**src/rtl/apb_ep_pkg.sv**
```systemverilog
// Shared register offsets, bit positions and APB FSM state type for the APB RX endpoint.
package apb_ep_pkg;

  localparam logic [3:0] REG_DATA   = 4'h0;
  localparam logic [3:0] REG_STATUS = 4'h4;
  localparam logic [3:0] REG_CTRL   = 4'h8;
  localparam logic [3:0] REG_KEY    = 4'hC;

  localparam int ST_EMPTY   = 0;
  localparam int ST_FULL    = 1;
  localparam int ST_OVF     = 2;
  localparam int ST_CNT_LSB = 8;

  localparam int CTRL_EN    = 0;
  localparam int CTRL_FLUSH = 1;

  typedef enum logic {
    IDLE,
    ACCESS
  } apb_ep_state_t;

endpackage

```
**src/rtl/apb_ep_fifo.sv**
```systemverilog
// Synchronous FIFO: push lands next cycle, head is always mem[rd_ptr]; push ignored when full,
// pop ignored when empty, flush overrides both.
module apb_ep_fifo
  import apb_ep_pkg::*;
#(
  parameter int W     = 32,
  parameter int DEPTH = 8,
  parameter int PTR_W = $clog2(DEPTH),
  parameter int CNT_W = PTR_W + 1
) (
  input  logic             clk,
  input  logic             rst,
  input  logic             push_vld,
  input  logic [W-1:0]     push_dat,
  input  logic             pop_vld,
  input  logic             flush,
  output logic             full,
  output logic             empty,
  output logic [CNT_W-1:0] count,
  output logic [W-1:0]     head_dat
);

  logic [W-1:0]     mem_q [DEPTH];
  logic [W-1:0]     mem_d [DEPTH];
  logic [PTR_W-1:0] wr_ptr_q, wr_ptr_d;
  logic [PTR_W-1:0] rd_ptr_q, rd_ptr_d;
  logic [CNT_W-1:0] count_q, count_d;
  logic             do_push;
  logic             do_pop;

  assign full     = (count_q == CNT_W'(DEPTH));
  assign empty    = (count_q == '0);
  assign count    = count_q;
  assign head_dat = mem_q[rd_ptr_q];

  always_comb begin
    mem_d    = mem_q;
    wr_ptr_d = wr_ptr_q;
    rd_ptr_d = rd_ptr_q;
    count_d  = count_q;
    do_push  = push_vld && !full;
    do_pop   = pop_vld && !empty;
    if (flush) begin
      wr_ptr_d = '0;
      rd_ptr_d = '0;
      count_d  = '0;
    end else begin
      // Pointers are PTR_W wide, so a power-of-2 depth wraps for free.
      if (do_push) begin
        mem_d[wr_ptr_q] = push_dat;
        wr_ptr_d        = wr_ptr_q + 1'b1;
      end
      if (do_pop) begin
        rd_ptr_d = rd_ptr_q + 1'b1;
      end
      if (do_push && !do_pop) begin
        count_d = count_q + 1'b1;
      end else if (do_pop && !do_push) begin
        count_d = count_q - 1'b1;
      end
    end
  end

  always_ff @(posedge clk) begin
    mem_q <= mem_d;
    if (rst) begin
      wr_ptr_q <= '0;
      rd_ptr_q <= '0;
      count_q  <= '0;
    end else begin
      wr_ptr_q <= wr_ptr_d;
      rd_ptr_q <= rd_ptr_d;
      count_q  <= count_d;
    end
  end

endmodule

```
**src/rtl/apb_rx_endpoint.sv**
```systemverilog
// APB3 slave feeding a FIFO drained on a valid/ready stream; pready after WAIT_CYCLES access cycles,
// full FIFO rejects DATA writes with pslverr. Optional KEY/XOR decrypt under APB_EP_DECRYPT_EN.
module apb_rx_endpoint
  import apb_ep_pkg::*;
#(
  parameter int ADDR_W      = 32,
  parameter int DATA_W      = 32,
  parameter int FIFO_DEPTH  = 8,
  parameter int WAIT_CYCLES = 0
) (
  input  logic              clk,
  input  logic              rst,
  input  logic              psel,
  input  logic              penable,
  input  logic              pwrite,
  input  logic [ADDR_W-1:0] paddr,
  input  logic [DATA_W-1:0] pwdata,
  output logic [DATA_W-1:0] prdata,
  output logic              pready,
  output logic              pslverr,
  output logic              m_valid,
  output logic [DATA_W-1:0] m_data,
  input  logic              m_ready
);

  localparam int         CNT_W  = $clog2(FIFO_DEPTH) + 1;
  localparam logic [3:0] WAIT_C = 4'(WAIT_CYCLES);

  apb_ep_state_t     state_q, state_d;
  logic [3:0]        cnt_q, cnt_d;
  logic              en_q, en_d;
  logic              ovf_q, ovf_d;
  logic              pready_w;
  logic              push_vld;
  logic              flush;
  logic              pop_vld;
  logic              fifo_full;
  logic              fifo_empty;
  logic [CNT_W-1:0]  fifo_count;
  logic [DATA_W-1:0] fifo_head;
  logic [DATA_W-1:0] rd_dat;
  logic [DATA_W-1:0] status_dat;
  logic [3:0]        off;
  logic              err;
  logic              unused_addr;

`ifdef APB_EP_DECRYPT_EN
  logic [DATA_W-1:0] key_q, key_d;
`endif

  assign off         = paddr[3:0];
  assign unused_addr = ^paddr[ADDR_W-1:4];

  // Reset gating keeps a transfer caught by reset from completing in that cycle.
  assign pready_w = (state_q == ACCESS) && psel && penable && (cnt_q == WAIT_C) && !rst;
  assign pready   = pready_w;
  assign prdata   = rd_dat;
  assign pslverr  = err;

  assign m_valid = en_q && !fifo_empty;
  assign pop_vld = m_valid && m_ready;

`ifdef APB_EP_DECRYPT_EN
  assign m_data = fifo_head ^ key_q;
`else
  assign m_data = fifo_head;
`endif

  always_comb begin
    status_dat                           = '0;
    status_dat[ST_EMPTY]                 = fifo_empty;
    status_dat[ST_FULL]                  = fifo_full;
    status_dat[ST_OVF]                   = ovf_q;
    status_dat[ST_CNT_LSB +: CNT_W]      = fifo_count;
  end

  always_comb begin
    state_d = state_q;
    cnt_d   = '0;
    case (state_q)
      IDLE:    if (psel && !penable) state_d = ACCESS;
      ACCESS:  if (pready_w) state_d = IDLE;
      default: state_d = IDLE;
    endcase
    if (!psel) begin
      state_d = IDLE;
    end
    if ((state_q == ACCESS) && psel && penable && !pready_w) begin
      cnt_d = cnt_q + 1'b1;
    end
  end

  always_comb begin
    rd_dat   = '0;
    err      = 1'b0;
    push_vld = 1'b0;
    flush    = 1'b0;
    en_d     = en_q;
    ovf_d    = ovf_q;
`ifdef APB_EP_DECRYPT_EN
    key_d    = key_q;
`endif
    if (pready_w) begin
      if (off[1:0] != 2'b00) begin
        err = 1'b1;
      end else begin
        case (off)
          REG_DATA: begin
            if (pwrite) begin
              // Fullness is judged on the registered count, so a same-cycle pop does not save the word.
              if (fifo_full) begin
                err   = 1'b1;
                ovf_d = 1'b1;
              end else begin
                push_vld = 1'b1;
              end
            end
          end
          REG_STATUS: begin
            if (pwrite) err = 1'b1;
            else        rd_dat = status_dat;
          end
          REG_CTRL: begin
            if (pwrite) begin
              en_d  = pwdata[CTRL_EN];
              flush = pwdata[CTRL_FLUSH];
            end else begin
              rd_dat[CTRL_EN] = en_q;
            end
          end
`ifdef APB_EP_DECRYPT_EN
          REG_KEY: begin
            if (pwrite) key_d  = pwdata;
            else        rd_dat = key_q;
          end
`endif
          default: err = 1'b1;
        endcase
      end
    end
    if (flush) begin
      ovf_d = 1'b0;
    end
  end

  always_ff @(posedge clk) begin
    if (rst) begin
      state_q <= IDLE;
      cnt_q   <= '0;
      en_q    <= 1'b0;
      ovf_q   <= 1'b0;
`ifdef APB_EP_DECRYPT_EN
      key_q   <= '0;
`endif
    end else begin
      state_q <= state_d;
      cnt_q   <= cnt_d;
      en_q    <= en_d;
      ovf_q   <= ovf_d;
`ifdef APB_EP_DECRYPT_EN
      key_q   <= key_d;
`endif
    end
  end

  apb_ep_fifo #(
    .W     (DATA_W),
    .DEPTH (FIFO_DEPTH)
  ) u_fifo (
    .clk      (clk),
    .rst      (rst),
    .push_vld (push_vld),
    .push_dat (pwdata),
    .pop_vld  (pop_vld),
    .flush    (flush),
    .full     (fifo_full),
    .empty    (fifo_empty),
    .count    (fifo_count),
    .head_dat (fifo_head)
  );

endmodule

```
**config.mk**
```make
export PLATFORM = sky130hd
export DESIGN_NAME = apb_rx_endpoint
export DESIGN_NICKNAME = d
export VERILOG_FILES = /design/src/rtl/apb_ep_pkg.sv /design/src/rtl/apb_ep_fifo.sv /design/src/rtl/apb_rx_endpoint.sv
export SDC_FILE = /design/constraint.sdc
export NUM_CORES = 1
export LEC_CHECK = 0
export CORE_UTILIZATION = 55
export DETAILED_ROUTE_END_ITERATION = 8
export HOLD_SLACK_MARGIN = 0.02
export PLACE_DENSITY = 0.84
export SYNTH_ARGS = -nofsm -noshare
export SYNTH_HDL_FRONTEND = slang
export SYNTH_HIERARCHICAL = 1
export SYNTH_SLANG_ARGS = --single-unit
```
**constraint.sdc**
```tcl
create_clock -name clk -period 7.8 [get_ports clk]
set_input_delay 1.17 -clock clk [delete_from_list [all_inputs] [get_ports clk]]
set_output_delay 1.17 -clock clk [all_outputs]
set_load 0.02 [all_outputs]
```
-- Word level (Yosys, flattened, before mapping)
Index checks and enable logic that the tools add are counted.
- bits in registers: 273
- input port bits: 70
- output and inout port bits: 67
- logic and storage cells: 96
- $add $sub $neg: 5
- order comparisons: 3
- eq/ne operators: 3
- muxes and demuxes: 32
- bitwise logic cells: 7
- reduce and logical (&&, ||, !) cells: 31
- operators by type and width (kind ; count):
    $bwmux 256 ; 1
    $mux 32 ; 5
    $bmux 32 s3 ; 1
    $demux 32 s3 ; 1
    $mux 31 ; 1
    $mux 1 ; 17
    $logic_and 1x1->1 ; 13
    $logic_not 4->1 ; 3
    $mux 12 ; 1
    $add 4x1->4 const B ; 2
    $eq 4x4->1 const B ; 2
    $ge 4x4->1 const B ; 2
    $mux 4 ; 2
    $not 3->4 ; 2
    $logic_not 1->1 ; 7
    $add 3x1->3 const B ; 2
    $reduce_or 2->1 ; 3
    $not 1->1 ; 5
    $reduce_and 5->1 ; 1
    $eq 4x3->1 const B ; 1
    $lt 4x1->1 const B ; 1
    $pmux 1 s2 ; 2
    $reduce_and 4->1 ; 1
    $reduce_bool 2->1 ; 2
    3 further kinds ; 3

-- Longest topological paths before layout
Gate-level depths: netlist (run 1).
- word-level depth: 11
- depth in mapped cells: 15
- depth with buffers taken out: 14

-- By module
Netlist (run 1), hierarchy kept.
- modules (own cells, without submodules) (module ; times used ; cells an instance ; area each (um2) ; sequential area each (um2)):
    apb_ep_fifo ; 1 ; 443 ; 10312.4 ; 7887.6
    apb_rx_endpoint ; 1 ; 84 ; 680.7 ; 140.1

-- Worst setup path before layout (run 1)
Ideal clock, no wire load.
- path kind: input to register
- start: in rst
- end: reg u_fifo/mem_q[224] in the netlist's numbering, enable pin
- library setup time: 0.513 ns
- data arrival time: 6.112 ns
- required time: 7.287 ns
- setup slack: 1.175 ns
- stages: 6
- buffers on the path: 1
- cell sequence: or4b_1 > buf_2 > nor2_1 > nor4b_1 > nand2_2 > nor4b_1
- word-level cells in the longest chain between the ends: 5
- elaborated cells between the ends (all ways): 7
- classes of those cells: 2 x mux; 1 x bitwise; 4 x reduce/logical
- ends and longest elaborated chain (what ; line ; source):
    start, declared ; apb_rx_endpoint.sv:12 ; input logic rst,
    $logic_not 1->1 ; apb_rx_endpoint.sv:55 ; assign pready_w = (state_q == ACCESS) && psel && penable && (cnt_q == WAIT_C) && !rst;
    $logic_and 1x1->1 ; apb_rx_endpoint.sv:55 ;
    named net pready ; apb_rx_endpoint.sv:19 ; output logic pready,
    $mux 1 ; apb_rx_endpoint.sv:103 ; if (pready_w) begin
    named net push_vld ; apb_rx_endpoint.sv:34 ; logic push_vld;
    $logic_and 1x1->1 ; apb_ep_fifo.sv:41 ; do_push = push_vld && !full;
    $reduce_and 2->1 (no source line) ; - ;
    end signal, assigned ; apb_ep_fifo.sv:65 ; mem_q <= mem_d;
    end, declared ; apb_ep_fifo.sv:23 ; logic [W-1:0] mem_q [DEPTH];
The timed path passes the listed nets, and every way through them passes these cells.
A chain may end at the register's enable or synchronous reset.

-- Worst setup path after layout (run 1)
- start: in rst
- end: out prdata[2]
- word-level cells in the longest chain between the ends: 3
- ends and longest elaborated chain (what ; line ; source):
    $logic_not 1->1 ; apb_rx_endpoint.sv:55 ;
    $logic_and 1x1->1 ; apb_rx_endpoint.sv:55 ;
    $mux 32 ; apb_rx_endpoint.sv:103 ;
    end, declared ; apb_rx_endpoint.sv:18 ; output logic [DATA_W-1:0] prdata,
No other way between the ends.

==> metrics.md, run 1 <==
| Metric | Value |
|---|---|
| Cts hold-fix bufs | `0` |
| CTS Buf Count | `26` |
| Clock sink total | `273` |
| Async set-reset flop share out of synthesis | `0` |
| Die height | `around 140 µm` |
| Clk_skew | `7.82 ps` |
| FF+latch count, synth | `between 200 and 300` |
| First-pass GRT wire length | `between 30 and 40 mm` |
| WP data required | `between 6000 and 7000 ps` |
| Final WL | `between 15 and 20 mm` |
| Number of port buffers | `83` |
| Period Utilization, post-route | `0.616` |
| Post-place instance area | `~12000 µm²` |
| Vias | `~5200` |
| Vias per cell | `between 5 and 6` |
| Register area share after synthesis | `0.730` |
| Netlist Area Pre-Place | `11000 µm²` |
| Filler instances | `~1300` |
| PD cells | `~220 nW/µm²` |
| Slowest stage delay, CP | `roughly 660 ps` |
| Core region area | `19500 µm²` |
| FP Rows | `just over 50` |
| Number of global-route vias before repair | `approximately 5500` |
| Antenna Violating Nets Remaining | `0` |
| Max Buffers Root-to-Sink | `3` |
| MaxCap Viol Count | `0` |
| Area growth, synth to finish | `17.5%` |
| Multi-input logic area | `2720 µm²` |
| Largest net degree at the start of global routing | `67` |
| Drt first pass iters | `4` |
| All-layer global routing usage | `0.202` |
| Largest area contributor in the netlist | `edfxtp_1` |
| Clk slew on worst S/H paths | `about 60 ps` |
| IO Count | `between 100 and 150` |
| Synth warn | `6` |
| HPWL Detailed | `between 10 and 15 mm` |
| Fmax | `approximately 210 MHz` |
| Count of final setup violators | `0` |
| Setup CP Type | `input pin to output pin` |
| Max H-tree Level | `1` |
| Top cell by count, worst path | `clkdlybuf4s50_1` |
| CTS-repair resized insts | `0` |
| Worst path slowest cell | `or4b_1` |
| Wire per inst | `between 20 and 25 µm` |
| CP bufs+invs | `2` |
| Synth top area share | `0.699` |
| Worst min path class | `flip-flop to flip-flop` |
| Placed Cells | `approximately 870` |
| CTS tree | `done` |
| Design Area, Final | `approximately 13000 µm²` |
| Layout cell share with drive strength beyond 1 | `0.220` |
| Hold_ws | `between 400 and 500 ps` |
| Main synth FF type | `edfxtp_1` |
| Worst skew pair latency | `520 ps` |
| Setup Fix Bufs, Post-CTS | `0` |
| CP max FO | `7` |
| Crit-path cells | `clkdlybuf4s50_1, or4b_1, nor4_2, and2_1, clkdlybuf4s50_1` |
| Crit start category | `input pin` |
| Slew at the pin closest to its max-slew limit | `1070 ps` |
| Syn Inst Count | `~530` |
| Non-Filler Instances | `around 900` |
| Slew Limit Headroom | `0.288` |
| Root Buffer | `clkbuf_16` |
| Crit end category | `output pin` |
| Total gr overflow | `0` |
| Width of the die | `between 100 and 150 µm` |
| Initial Utilization | `0.563` |
| N_diodes | `0` |
| Status | `complete, no violations` |
| Largest cells by area after synthesis | `edfxtp_1 (70%), mux4_2 (9.0%), mux4_1 (4.8%), mux2_2 (3.3%), dfxtp_1 (3.1%)` |
| Final Critical Period | `about 4800 ps` |
| Final setup TNS | `0 ps` |
| RSZ-0062 raised after global routing | `false` |
| Final hold vios | `0` |
| Fin nets | `a little over 700` |
| Mean post-synth cell area | `20.9 µm²` |
| CP top delay family | `simple AND/OR/NAND/NOR gates` |
| Pwr Total | `about 2900 µW` |
| Reg area | `8040 µm²` |
| Leakage | `0.00410 µW` |
| DRC viols | `0` |
| Number of DRC markers in iteration 0 | `between 300 and 400` |
| Yosys cell types | `47` |
| Die area | `slightly above 20000 µm²` |
| Routability cong. | `~0.76` |
| Antenna violations before repair | `0` |
| Max-slew violations | `0` |
| Worst Path Arrival | `around 3600 ps` |
| Peak supply drop | `between 0.1 and 0.15 mV` |
| EDFF count, synth | `256` |
==> worst register-to-register path: stages (launching register included) <==
cell	delay, ps
dfxtp_1	340
inv_1	70
ha_1	130
or4b_1	580
nor2_1	280
nor4b_1	520
nand2_2	230
inv_2	150
nand2_1	220
nor2_4	590
buf_4	430
==> metrics by stage <==
stage | util | setup WS, ps
4_1_cts | 0.661 | 2990
5_1_grt | 0.661 | 2820
6_report | 0.661 | 2990
2_1_floorplan | - | 1170
3_5_place_dp | 0.618 | 2710
3_3_place_gp | 0.618 | 2780
==> synth_stat cells (all sizes together), types with 2 or more instances <==
cell type and instances:
edfxtp 256, mux4 64, buf 39, mux2 32, nor2 23, dfxtp 17
inv 10, nand2 8, and2 7, clkbuf 7, ha 7, a21oi 5
nand3 5, nor4 4, or4b 4, xnor2 4, xor2 4, mux2i 3
nand2b 3, nand3b 3, nor3 3, nor2b 2, nor4b 2
==> kinds of logic after synthesis <==
family / count (synthesis) / synth area share
flip-flops: 273 / 0.730
multiplexers: 99 / 0.173
AND/OR/NAND/NOR: 69 / 0.0352
buffers and inverters: 56 / 0.0349
AO/OA/AOI/OAI: 13 / 0.00968
adder cells (fa/ha/maj): 8 / 0.00979
XOR/XNOR: 8 / 0.00637
other: 1 / 0.000341
==> cell usage in the layout, fill, tap and decap left out, types with 7 or more instances in the layout <==
cell / instances
clkdlybuf4s50_1: 83
inv_1: 9
conb_1: 25
edfxtp_1: 256
nor2_1: 20
mux2_2: 32
clkbuf_1: 11
mux4_2: 44
ha_1: 7
mux4_1: 20
buf_4: 15
and2_1: 7
clkbuf_16: 27
dfxtp_1: 14
nand2_1: 7
==> worst paths after layout <==
check	startpoint	to	slack, ps	depth (start not counted)
min	state_q	state_q	450	2
max reg2reg	cnt_q[0]	u_fifo/mem_q[55]	3920	10
max	rst	prdata[2]	2990	5
min reg2reg	state_q	state_q	450	2
==> cell type report <==
class | count | area share
multi-input combinational | 222 | 0.211
clock inverter | 9 | 0.00891
sequential | 273 | 0.622
inverter | 10 | 0.00291
clock buffer | 39 | 0.0566
tap | 265 | 0.0257
timing repair buffer | 98 | 0.0730
==> per-layer routing <==
metal | routed length, µm | track usage
met1 | 7950 | 0.269
met2 | 10200 | 0.345
met3 | 1280 | 0.0313
met4 | 365 | 0.0661
met5 | 0 | 0
==> state kept, by name (all words and copies together), names as in the netlist <==
signal,count
ovf_q,1
cnt_q,4
u_fifo/wr_ptr_q,3
en_q,1
u_fifo/mem_q,256
u_fifo/count,4
state_q,1
u_fifo/rd_ptr_q,3
==> power breakdown <==
part | switching [µW] | internal [µW]
registers | 0.183 | 1600
logic | 32.5 | 20.7
clock network | 495 | 744
Note: power is estimated with default switching activity, not from simulation.
==> run 2, diff against run 1 <==
--- a/config.mk
+++ b/config.mk
@@ -5,10 +5,10 @@
 export SDC_FILE = /design/constraint.sdc
 export NUM_CORES = 1
 export LEC_CHECK = 0
-export CORE_UTILIZATION = 55
+export CORE_UTILIZATION = 50
 export DETAILED_ROUTE_END_ITERATION = 8
 export HOLD_SLACK_MARGIN = 0.02
-export PLACE_DENSITY = 0.84
+export PLACE_DENSITY = 0.81
 export SYNTH_ARGS = -nofsm -noshare
 export SYNTH_HDL_FRONTEND = slang
 export SYNTH_HIERARCHICAL = 1
==> constraint.sdc (replaced) <==
create_clock -name clk -period 4 [get_ports clk]
set_input_delay 0.6 -clock clk [delete_from_list [all_inputs] [get_ports clk]]
set_output_delay 0.6 -clock clk [all_outputs]
set_load 0.02 [all_outputs]
==> run 2 against run 1 <==
Compared with the run above: design area grew 1.8%; register-to-register slack lost 3300 ps; non-clock buffer count grew 15; clock power grew 97%; utilization shrank 4.4 points; die area grew 9.9%; cell count grew 2.8%; highest routed layer unchanged; combinational power grew 100%; worst hold slack gained 6.4 ps; power grew 96%; critical path depth is the same; global-route usage shrank 1.2 points.
==> metrics.md, run 2 (same netlist as run 1, synthesis figures left out) <==
| Metric | Value |
|---|---|
| Status | `complete, no violations` |
| Crit start category | `input pin` |
| CTS Buf Count | `27 (+3.8%)` |
| MaxCap Viol Count | `0 (unchanged)` |
| CTS tree | `done` |
| Clk_skew | `9.43 ps (+1.60 ps)` |
| Placed Cells | `893 (+2.9%)` |
| Worst skew pair latency | `520 ps (about the same)` |
| Width of the die | `150 µm (+4.8%)` |
| Final setup TNS | `0 ps (unchanged)` |
| Final WL | `20.6 mm (+4.1%)` |
| Cts hold-fix bufs | `0 (unchanged)` |
| Setup CP Type | `input pin to output pin` |
| Fin util | `0.618 (-0.0437)` |
| Clock group share of total power | `0.430 (+0.002)` |
| Drt first pass iters | `4 (unchanged)` |
| Setup Fix Bufs, Post-CTS | `0 (unchanged)` |
| Count of final setup violators | `0 (unchanged)` |
| Crit end category | `output pin` |
| Worst min path class | `flip-flop to flip-flop` |
| Max-slew violations | `0 (unchanged)` |
| Net switching power | `1070 µW (+100%)` |
| Number of DRC markers in iteration 0 | `415 (+19%)` |
| Most common cell after layout, fill and taps aside | `edfxtp_1` |
| Clock sink total | `273 (unchanged)` |
| Non-Filler Instances | `942 (+2.8%)` |
| Vias | `5327 (+1.7%)` |
| Reg area | `8040 µm² (unchanged)` |
| Routability cong. | `0.749 (-2.1%)` |
| Max Buffers Root-to-Sink | `3 (unchanged)` |
| Vias per cell | `5.65 (-1.1%)` |
| Final hold vios | `0 (unchanged)` |
| Wire per inst | `21.9 µm (+1.2%)` |
| Fin nets | `725 (+2.3%)` |
| Commonest non-fill, non-tap cells in the layout | `edfxtp_1 (256), clkdlybuf4s50_1 (83), mux4_2 (44)` |
| Switching Fraction | `0.190 (+0.00733)` |
| PD cells | `431 nW/µm² (+92%)` |
| Final worst setup slack | `405 ps (-2590 ps)` |
| Number of port buffers | `83 (unchanged)` |
| Pre-CTS setup slack | `202 ps (-2510 ps)` |
| Largest net degree at the start of global routing | `67 (unchanged)` |
| Comb pwr share | `0.019 (about the same)` |
| Area growth, synth to finish | `19.6%` |
| Clk slew on worst S/H paths | `60 ps (about the same)` |
| Antenna violations before repair | `1 (+1)` |
| Filler instances | `1457 (+16%)` |
| Peak supply drop | `0.349 mV (+150%)` |
| WP data required | `3400 ps (-3230 ps)` |
| All-layer global routing usage | `0.190 (-0.0125)` |
| Max reg flops | `256 (unchanged)` |
| Period Utilization, post-route | `0.899` |
| Layout cell share with drive strength beyond 1 | `0.249 (+0.0296)` |
| Die height | `150 µm (+4.8%)` |
| Worst Path Arrival | `3000 ps (-640 ps)` |
| RSZ-0062 raised after global routing | `false` |
| Final Critical Period | `3600 ps` |
| IO Count | `137 (unchanged)` |
| Top reg by flops | `u_fifo/mem_q` |
| Slew at the pin closest to its max-slew limit | `937 ps (-132 ps)` |
| HPWL Detailed | `12.2 mm (+8.4%)` |
| CTS-repair resized insts | `0 (unchanged)` |
| Fmax | `278 MHz` |
| Number of global-route vias before repair | `5568 (+1.9%)` |
| Slew Limit Headroom | `0.375 (+0.0877)` |
| Antenna Violating Nets Remaining | `0 (unchanged)` |
| Core region area | `21300 µm² (+9.0%)` |
| Initial Utilization | `0.516 (-0.0466)` |
| Root Buffer | `clkbuf_16` |
| Int Power | `4590 µW (+94%)` |
| First-pass GRT wire length | `31.6 mm (+4.4%)` |
| FP Rows | `53 (+3.9%)` |
| CP max FO | `9 (+2)` |
| Die area | `22600 µm² (+9.9%)` |
| DRC viols | `0 (unchanged)` |
| Multi-input logic area | `2740 µm² (+0.64%)` |
| Leakage | `0.00422 µW (+2.8%)` |
| Flop pwr share | `0.551 (-0.002)` |
| Total gr overflow | `0 (unchanged)` |
| Max H-tree Level | `1 (unchanged)` |
## run 2: cell count changes in the layout (fill, tap and decap cells not counted), sizes merged
| cell | delta |
|---|---|
| inv | +2 |
| clkinvlp | +2 |
| clkbuf | -10 |
| diode | +1 |
| buf | +15 |
| clkinv | +6 |
## run 2: power by group through the flow
stage / Sequential [µW] / Clock (µW) / Combinational, µW
final: 3120 / 2440 / 107
after global routing: 3120 / 2590 / 118
after CTS: 3120 / 2480 / 107
after detailed placement: 3180 / 0 / 106
after global placement: 3180 / 0 / 98.8
after floorplan: 3180 / 0 / 48.4
## run 2: worst paths after layout
| kind | from | end | slack (ps) | depth (start not counted) |
|---|---|---|---|---|
| worst min-delay path | state_q | state_q | 460 | 2 |
| worst max-delay path | paddr[3] | prdata[8] | 400 | 5 |
| worst min register to register | state_q | state_q | 460 | 2 |
| worst max register to register | cnt_q[0] | u_fifo/count[3] | 610 | 15 |
## run 2: layout make-up
type,instances,area share
multi-input cells,222,0.208
flip-flops and latches,273,0.611
diodes,1,0.000190
clock inverters,19,0.0134
clock buffers,29,0.0520
well taps,275,0.0262
inverters,10,0.00285
repair buffers,113,0.0860
## run 2: per-layer routing
| layer | global-route usage | vias up | share of wire |
|---|---|---|---|
| met5 | 0 | - | 0 |
| met4 | 0.0444 | 0 | 0.014 |
| met2 | 0.327 | 204 | 0.51 |
| met3 | 0.0288 | 26 | 0.064 |
| li1 | - | 2347 | - |
| met1 | 0.255 | 2750 | 0.41 |
## run 2: through the flow
stage	total power [µW]	cell area, µm²	hold slack, ps
after floorplan	3230	11100	430
after global placement	3280	12300	438
after detailed placement	3290	12300	446
after CTS	5700	13100	455
after global routing	5830	13100	478
final	5660	13200	460
## run 2: worst max-delay path, stage by stage
cell and delay [ps]:
clkdlybuf4s50_1 560, or4b_2 690, nor4_2 340, and2_1 190, clkdlybuf4s50_1 610
==> run 3, diff against run 2 <==
--- a/config.mk
+++ b/config.mk
@@ -5,10 +5,11 @@
 export SDC_FILE = /design/constraint.sdc
 export NUM_CORES = 1
 export LEC_CHECK = 0
-export CORE_UTILIZATION = 50
+export CORE_ASPECT_RATIO = 1.4
+export CORE_UTILIZATION = 60
 export DETAILED_ROUTE_END_ITERATION = 8
 export HOLD_SLACK_MARGIN = 0.02
-export PLACE_DENSITY = 0.81
+export PLACE_DENSITY = 0.9
 export SYNTH_ARGS = -nofsm -noshare
 export SYNTH_HDL_FRONTEND = slang
 export SYNTH_HIERARCHICAL = 1
==> constraint.sdc (replaced) <==
create_clock -name clk -period 4.4 [get_ports clk]
set_input_delay 1.1 -clock clk [delete_from_list [all_inputs] [get_ports clk]]
set_output_delay 1.1 -clock clk [all_outputs]
set_load 0.02 [all_outputs]
==> run 3 against run 2 <==
Compared with the run above: power shrank 11%; critical path type unchanged; first-iteration DRC count shrank 4.8%; die area shrank 16%; critical endpoint is now pslverr; non-clock buffer count grew 3; largest cell class unchanged; highest routed layer unchanged; cell count shrank 3.8%.
==> metrics.md, run 3 (same netlist as run 1, synthesis figures left out) <==
| Metric | Value |
|---|---|
| Die area | `18900 µm² (-16%)` |
| CTS tree | `done` |
| Pwr Total | `5040 µW (-11%)` |
| Non-Filler Instances | `906 (-3.8%)` |
| Crit start category | `input pin` |
| Reg-to-Reg Start | `cnt_q[0]` |
| Final Critical Period | `approximately 4300 ps` |
| Largest net degree at the start of global routing | `37 (-45%)` |
| Worst Path Arrival | `3180 ps (+180 ps)` |
| Number of DRC markers in iteration 0 | `395 (-4.8%)` |
| Slew Limit Headroom | `0.554 (+0.179)` |
| Status | `complete, no violations` |
| Routability cong. | `0.785 (+4.9%)` |
| Max-slew violations | `0 (unchanged)` |
| Top cell by count, worst path | `clkdlybuf4s50_1` |
| Commonest non-fill, non-tap cells in the layout | `edfxtp_1 (256), clkdlybuf4s50_1 (77), mux4_2 (44)` |
| DRC viols | `0 (unchanged)` |
| Setup Fix Bufs, Post-CTS | `0 (unchanged)` |
| Max H-tree Level | `1 (unchanged)` |
| Final WL | `21.8 mm (+6.0%)` |
| Layout cell share with drive strength beyond 1 | `0.247 (-0.00263)` |
| WP data required | `3300 ps (-100 ps)` |
| MaxCap Viol Count | `0 (unchanged)` |
| Antenna violations before repair | `0 (-1)` |
| Crit-path cells | `clkdlybuf4s50_1, or4b_1, buf_4, nor2_2, a21boi_1, clkdlybuf4s50_1` |
| Area growth, synth to finish | `18.6%` |
| Vias per cell | `5.98 (+5.7%)` |
| Final setup TNS | `0 ps (unchanged)` |
| Width of the die | `116 µm (-23%)` |
| Antenna Violating Nets Remaining | `0 (unchanged)` |
| All-layer global routing usage | `0.247 (+0.0569)` |
| Max reg flops | `256 (unchanged)` |
| CP max FO | `6 (-3)` |
| First-pass GRT wire length | `33.3 mm (+5.3%)` |
| Hold_ws | `479 ps (+18.3 ps)` |
| Leakage | `0.00421 µW (-0.13%)` |
| Setup crit start | `rst` |
| Root Buffer | `clkbuf_16` |
| Initial Utilization | `0.613 (+0.0969)` |
| Fin nets | `725 (unchanged)` |
| Placed Cells | `861 (-3.6%)` |
| Final hold vios | `0 (unchanged)` |
| Crit end category | `output pin` |
| Peak supply drop | `0.375 mV (+7.4%)` |
| Slew at the pin closest to its max-slew limit | `661 ps (-276 ps)` |
| Fin util | `0.728 (+0.110)` |
| RSZ-0062 raised after global routing | `false` |
| Clk slew on worst S/H paths | `70 ps (about the same)` |
| Wire per inst | `24.1 µm (+10%)` |
| Most common cell after layout, fill and taps aside | `edfxtp_1` |
| Top reg by flops | `u_fifo/mem_q` |
| HPWL Detailed | `13.2 mm (+8.2%)` |
| Core region area | `17900 µm² (-16%)` |
| Drt first pass iters | `4 (unchanged)` |
| Number of port buffers | `83 (unchanged)` |
| Setup CP Type | `input pin to output pin` |
| FP Rows | `58 (+9.4%)` |
| Max Buffers Root-to-Sink | `3 (unchanged)` |
| Vias | `5416 (+1.7%)` |
| Die height | `162 µm (+7.9%)` |
| IO Count | `137 (unchanged)` |
| Number of global-route vias before repair | `5854 (+5.1%)` |
| HP Start | `state_q` |
| Worst min path class | `flip-flop to flip-flop` |
| CTS Buf Count | `24 (-11%)` |
| Clk_skew | `17.7 ps (+8.24 ps)` |
| Worst path slowest cell | `clkdlybuf4s50_1` |
| Slowest stage delay, CP | `610 ps (-80 ps)` |
| Worst skew pair latency | `520 ps (about the same)` |
| Clock sink total | `273 (unchanged)` |
| Count of final setup violators | `0 (unchanged)` |
| Fmax | `approximately 230 MHz` |
| Period Utilization, post-route | `0.973` |
| PD cells | `386 nW/µm² (-10%)` |
| Total gr overflow | `0 (unchanged)` |
[run 3: changes by cell type in the layout (fill, tap and decap cells not counted), moves of 2 or more]
cell and change:
inv_6 -2, nor3_2 -3, nor3_4 +3, clkbuf_16 -2, clkinv_2 -4, buf_4 +6, dlygate4sd2_1 +6, clkinv_4 +2
clkbuf_1 +4, clkdlybuf4s50_1 -6, buf_12 -3
[run 3: power by group]
| part | total [µW] | internal (µW) | switching, µW |
|---|---|---|---|
| combinational | 99.2 | 39.3 | 59.9 |
| clock | 2100 | 1220 | 883 |
| sequential | 2830 | 2830 | 0.350 |
[run 3: critical path: cells and delay by family]
| kind | cells | cell delay, ps |
|---|---|---|
| buf+inv | 3 | 1210 |
| compound gates | 1 | 180 |
| simple gates | 2 | 690 |
[run 3: timing repair]
item | CTS | global route
gates resized for setup | 6 | 0
hold buffers | 0 | 0
setup endpoints to repair | 6 | 0
hold endpoints to repair | 0 | 0
[run 3: final timing paths]
check	endpoint	slack, ps	depth (start not counted)
worst min register to register	state_q	480	2
worst max-delay path	pslverr	120	6
worst max register to register	u_fifo/count[3]	960	15
worst min-delay path	state_q	480	2
[run 3: per-stage QoR]
| step | cell area [µm²] | setup WS, ps |
|---|---|---|
| after floorplan | 11100 | -124 |
| after global placement | 12300 | 64.5 |
| after detailed placement | 12300 | -46.5 |
| after CTS | 13000 | 102 |
| after global routing | 13000 | 34.5 |
| final | 13000 | 118 |
[run 3: layer usage]
metal  global-route usage  share of wire  up-vias
li1                     -              -     2351
met1                0.302           0.36     2761
met4                0.103          0.035        0
met2                0.436           0.55      249
met3               0.0343          0.056       55
met5                    0              0        -
[run 3: final cells by class]
class	count	area, µm²
Clock buffer	31	648
Sequential cell	273	8030
Multi-Input combinational cell	222	2770
Tap cell	240	300
Antenna cell	1	2.50
Timing Repair Buffer	116	1110
Inverter	10	37.5
Clock inverter	13	145
Fill cell	1017	4880
